--- src/rtl/mem_arbiter.sv ---
// Two-requester (CPU/DMA) memory arbiter with alternating tie-break, byte-lane formatting and
// an optional access timeout enabled by defining MEM_ARB_TIMEOUT_EN.
module mem_arbiter #(
    parameter int TIMEOUT_CYCLES = 255
) (
    input  logic        clk_50,
    input  logic        reset_n,
    input  logic        cpu_req,
    input  logic        cpu_we,
    input  logic        cpu_byte,
    input  logic [15:0] cpu_addr,
    input  logic [15:0] cpu_wdata,
    output logic [15:0] cpu_rdata,
    output logic        cpu_r,
    input  logic        dma_req,
    input  logic        dma_we,
    input  logic        dma_byte,
    input  logic [15:0] dma_addr,
    input  logic [15:0] dma_wdata,
    output logic [15:0] dma_rdata,
    output logic        dma_r,
    output logic        mem_en,
    output logic        mem_we,
    output logic [1:0]  mem_be,
    output logic [15:0] mem_addr,
    output logic [15:0] mem_wdata,
    input  logic [15:0] mem_rdata,
    input  logic        mem_ready,
    output logic [1:0]  grant,
    output logic        err
);

    // state | meaning
    // IDLE  | no owner; arbitrate and latch the winner's request
    // ACC   | mem_en asserted from latched request, waiting for mem_ready (or timeout)
    // DONE  | owner's completion pulse, grant still held
    typedef enum logic [1:0] {IDLE, ACC, DONE} state_t;

    if (TIMEOUT_CYCLES < 1 || TIMEOUT_CYCLES > 255) begin : g_bad_timeout
        $error("mem_arbiter: TIMEOUT_CYCLES must be in 1..255");
    end

    state_t      state, state_nxt;
    logic        owner, owner_nxt;            // 0 = CPU, 1 = DMA
    logic        last_owner, last_owner_nxt;
    logic        latch, complete, timeout_hit;
    logic [15:0] l_addr, l_wdata;
    logic        l_we, l_byte;
    logic [7:0]  rd_lane;
    logic [15:0] rd_val;

    always_comb begin
        state_nxt      = state;
        owner_nxt      = owner;
        last_owner_nxt = last_owner;
        latch          = 1'b0;
        complete       = 1'b0;
        case (state)
            IDLE: begin
                if (cpu_req || dma_req) begin
                    state_nxt = ACC;
                    latch     = 1'b1;
                    owner_nxt = (cpu_req && dma_req) ? ~last_owner : dma_req;
                end
            end
            ACC: begin
                if (mem_ready || timeout_hit) begin
                    complete       = 1'b1;
                    state_nxt      = DONE;
                    last_owner_nxt = owner;
                end
            end
            DONE:    state_nxt = IDLE;
            default: state_nxt = IDLE;
        endcase
    end

    always_ff @(posedge clk_50 or negedge reset_n) begin
        if (!reset_n) begin
            state      <= IDLE;
            owner      <= 1'b0;
            last_owner <= 1'b1;
            l_addr     <= '0;
            l_wdata    <= '0;
            l_we       <= 1'b0;
            l_byte     <= 1'b0;
        end else begin
            state      <= state_nxt;
            owner      <= owner_nxt;
            last_owner <= last_owner_nxt;
            if (latch) begin
                l_addr  <= owner_nxt ? dma_addr  : cpu_addr;
                l_wdata <= owner_nxt ? dma_wdata : cpu_wdata;
                l_we    <= owner_nxt ? dma_we    : cpu_we;
                l_byte  <= owner_nxt ? dma_byte  : cpu_byte;
            end
        end
    end

    // A timed-out read returns zero; mem_ready has priority if both coincide.
    assign rd_lane = l_addr[0] ? mem_rdata[15:8] : mem_rdata[7:0];
    assign rd_val  = !mem_ready ? 16'h0000 :
                     l_byte     ? {{8{rd_lane[7]}}, rd_lane} : mem_rdata;

    always_ff @(posedge clk_50 or negedge reset_n) begin
        if (!reset_n) begin
            cpu_rdata <= '0;
            dma_rdata <= '0;
        end else if (complete && !l_we) begin
            if (owner) dma_rdata <= rd_val;
            else       cpu_rdata <= rd_val;
        end
    end

`ifdef MEM_ARB_TIMEOUT_EN
    logic [7:0] acc_cnt;

    assign timeout_hit = (state == ACC) && !mem_ready && (acc_cnt == 8'(TIMEOUT_CYCLES - 1));

    always_ff @(posedge clk_50 or negedge reset_n) begin
        if (!reset_n) begin
            acc_cnt <= '0;
            err     <= 1'b0;
        end else begin
            if (latch)              acc_cnt <= '0;
            else if (state == ACC)  acc_cnt <= acc_cnt + 8'd1;
            if (timeout_hit)        err     <= 1'b1;
        end
    end
`else
    assign timeout_hit = 1'b0;
    assign err         = 1'b0;
`endif

    assign mem_en    = (state == ACC);
    assign mem_we    = mem_en & l_we;
    assign mem_be    = !mem_en ? 2'b00 :
                       !l_byte ? 2'b11 :
                       l_addr[0] ? 2'b10 : 2'b01;
    assign mem_addr  = mem_en ? {l_addr[15:1], 1'b0} : 16'h0000;
    assign mem_wdata = !mem_en ? 16'h0000 :
                       l_byte  ? {l_wdata[7:0], l_wdata[7:0]} : l_wdata;
    assign grant     = (state == IDLE) ? 2'b00 : (owner ? 2'b10 : 2'b01);
    assign cpu_r     = (state == DONE) && !owner;
    assign dma_r     = (state == DONE) &&  owner;

endmodule

--- config.mk ---
export PLATFORM = sky130hd
export DESIGN_NAME = mem_arbiter
export DESIGN_NICKNAME = d
export VERILOG_FILES = /design/src/rtl/mem_arbiter.sv
export SDC_FILE = /design/constraint.sdc
export NUM_CORES = 1
export LEC_CHECK = 0
export ABC_AREA = 1
export CORE_UTILIZATION = 35
export CTS_CLUSTER_SIZE = 25
export DETAILED_ROUTE_END_ITERATION = 10
export PLACE_DENSITY = 0.8
export SETUP_SLACK_MARGIN = 0.2
export SYNTH_ARGS = -nofsm -noshare
export SYNTH_HDL_FRONTEND = slang
export SYNTH_SLANG_ARGS = --single-unit
--- constraint.sdc ---
create_clock -name clk_50 -period 3.7 [get_ports clk_50]
set_input_delay 0.74 -clock clk_50 [delete_from_list [all_inputs] [get_ports clk_50]]
set_output_delay 0.74 -clock clk_50 [all_outputs]
set_load 0.005 [all_outputs]
==> flow_summary.ini <==
[placed_design]
dp_hpwl_um = 7590
placedCellCount = 831
gp_congestion = 0.789
port_buffers = 159
dp_slack_ps = 832

[drt]
post_drt_via_cell_ratio = 4.60
wl_per_cell_um = 12.3
drtIter0Drc = 164
drcViolationCount = 0
firstDrtPassIters = 4
wl_um = 10400
ant_nets = 0
vias = 3894

[yosys]
synth_top_cell_by_area = dfrtp_1
synth_edf_count = 0
synthAdderAreaFrac_pct = 0
synthCells = 560
synth_top_family_by_area = simple AND/OR/NAND/NOR gates
synth_simple_gate_area_share_pct = 30.1
synthTopCellsByCount = nand2_1 (204), inv_1 (101), dfrtp_1 (69)
synth.most_common_cell = nand2_1
ys_seq_area_share_pct = 45.7
syn_area_um2 = 3830
synth_compound_gate_area_share_pct = 9.99
yosysWarnings = 0
synthFlopType = dfrtp_1
ys_ff_latch = 70
synthMuxAreaShare_pct = 0
synth_area_leaders = dfrtp_1 (45%), nand2_1 (20%), inv_1 (9.9%)
synth_top_area_share_pct = 45.1
synth_xor_area_share_pct = 0
async_flop_share_pct = 100
yosys.cell_types.count = 22
syn_avg_cell_area_um2 = 6.84

[clock_tree]
post_cts_buffers = 0
clk_latency_ps = 340
clock_sinks = 70
cts-resized-gates = 0
cts_max_path_buffers = 2
ctsHoldBuffers = 0
clockRootBuffer = clkbuf_8
cts_buffers = 9
cts_tree = done
path_clk_slew_ps = 80
h-tree-depth = 3

[grt]
grt-ovfl-total = 0
grt_max_degree = 71
grt.total_usage_pct = 18.7
antenna_found_initial = 0
first_global_vias = 3618
grt_pass1_wl_um = 17000

[timing]
skew_ps = 6.57
setup_viol = 0
fin_crit_ps = 2910
hold_viol = 0
setup_tns_ps = 0
setup_ws_ps = 787
max_slew_margin_pct = 43.3
max_freq_mhz = 343
worst_pin_slew_ps = 851
period_share_pct = 78.7
grt_setup_unrepaired = false
final_max_slew_viol_count = 0

[floorplan]
num_rows = 37
core_um2 = 10500
die_w_um = 107
pin_count = 162
die_area_um2 = 11400
start_util_pct = 36.6
dieHeight_um = 107

[final_layout]
n_antenna_cell = 0
area_delta_synth_final_pct = 48.2
n_fill_cell = 987
drive_above_1_share_pct = 4.50
nets = 795
stdcell_count = 847
multi_input_area_um2 = 1550
ff_latch_area_um2 = 1750

[setup_path]
cp.arrival_ps = 2170
worstReg2RegEnd = dma_rdata[1]$_DFFE_PN0P_
crit_fanout = 21
r2r_start = state[1]$_DFFE_PN0P_
worstRegToRegCells = 5
ff2ff_setup_slack_ps = 1680
end_kind = output port
cp-startpoint = l_byte$_DFFE_PN0P_
path_class = reg -> out
crit_path_end = mem_be[0]
required_ps = 2960
startpoint_type = flip-flop

[pwr]
pwr_density_cell_nw_per_um2 = 718
max-vdd-ir-drop_mv = 0.334
power.leakage_nw = 2.94
power_mw = 4.08

[run]
max_cap_viol_count = 0

[hold_path]
hold_class = reg -> reg

[outcome]
run_status = completed
==> kinds of logic after synthesis <==
kind of cell | Yosys count
other cells | 1
simple gates | 283
compound gates | 76
flops | 70
buf+inv | 130
==> registers in the layout, summed over array words and instances (netlist names) <==
register    cells
l_wdata        16
cpu_rdata      16
l_we            1
state           2
last_owner      1
l_byte          1
owner           1
dma_rdata      16
l_addr         16
==> metrics by stage <==
step,hold WS [ps],instance area [um2],utilization [%]
6_report,475,5680,54.3
3_3_place_gp,459,5460,52.2
5_1_grt,496,5680,54.3
3_5_place_dp,460,5460,52.2
4_1_cts,480,5680,54.3
2_1_floorplan,444,3840,-
==> power breakdown <==
group | leakage (nW) | switching [mW] | total [mW] | internal (mW)
logic | 1.95 | 1.05 | 2.04 | 0.991
registers | 0.881 | 0.243 | 1.36 | 1.11
clock network | 0.107 | 0.298 | 0.683 | 0.386
total | 2.94 | 1.59 | 4.08 | 2.49
==> metal layers <==
| layer | track usage (%) | part of all wire (%) | vias to the layer above |
|---|---|---|---|
| met3 | 4.44 | 7.5 | 13 |
| li1 | - | - | 1964 |
| met2 | 30.9 | 47 | 148 |
| met4 | 5.38 | 1.3 | 0 |
| met1 | 24.4 | 45 | 1769 |
| met5 | 0 | 0 | - |
==> final cells by class <==
type | instances | area share (%)
flip-flops and latches | 70 | 30.9
repair buffers | 161 | 28.2
multi-input cells | 361 | 27.2
inverters | 103 | 6.81
well taps | 136 | 3.00
clock buffers | 10 | 2.25
clock inverters | 6 | 1.65
==> critical path: stages (launching register included) <==
cell and delay [ps]:
dfrtp_1 780, nand2_2 240, inv_1 280, nor2_1 70, clkdlybuf4s50_1 470
==> cells in the final DEF, fill, tap and decap left out, drive strengths merged, types with 2 or more instances in the layout <==
cell,count
nand3,26
clkbuf,10
nand2,208
buf,3
nor2,46
conb,2
bufinv,2
dfrtp,69
inv,105
a21oi,44
o21ai,31
clkdlybuf4s50,158
nor3,3
==> worst min path at each step <==
stage / from / cells past startpoint / endpoint
4_1_cts: l_wdata[10]$_DFFE_PN0P_ / 2 / l_wdata[10]$_DFFE_PN0P_
5_1_grt: l_wdata[10]$_DFFE_PN0P_ / 2 / l_wdata[10]$_DFFE_PN0P_
2_1_floorplan: reset_n / 0 / cpu_rdata[0]$_DFFE_PN0P_
3_3_place_gp: l_wdata[11]$_DFFE_PN0P_ / 2 / l_wdata[11]$_DFFE_PN0P_
6_report: l_wdata[11]$_DFFE_PN0P_ / 2 / l_wdata[11]$_DFFE_PN0P_
3_5_place_dp: l_wdata[10]$_DFFE_PN0P_ / 2 / l_wdata[10]$_DFFE_PN0P_
(Power assumes the default switching activity.)
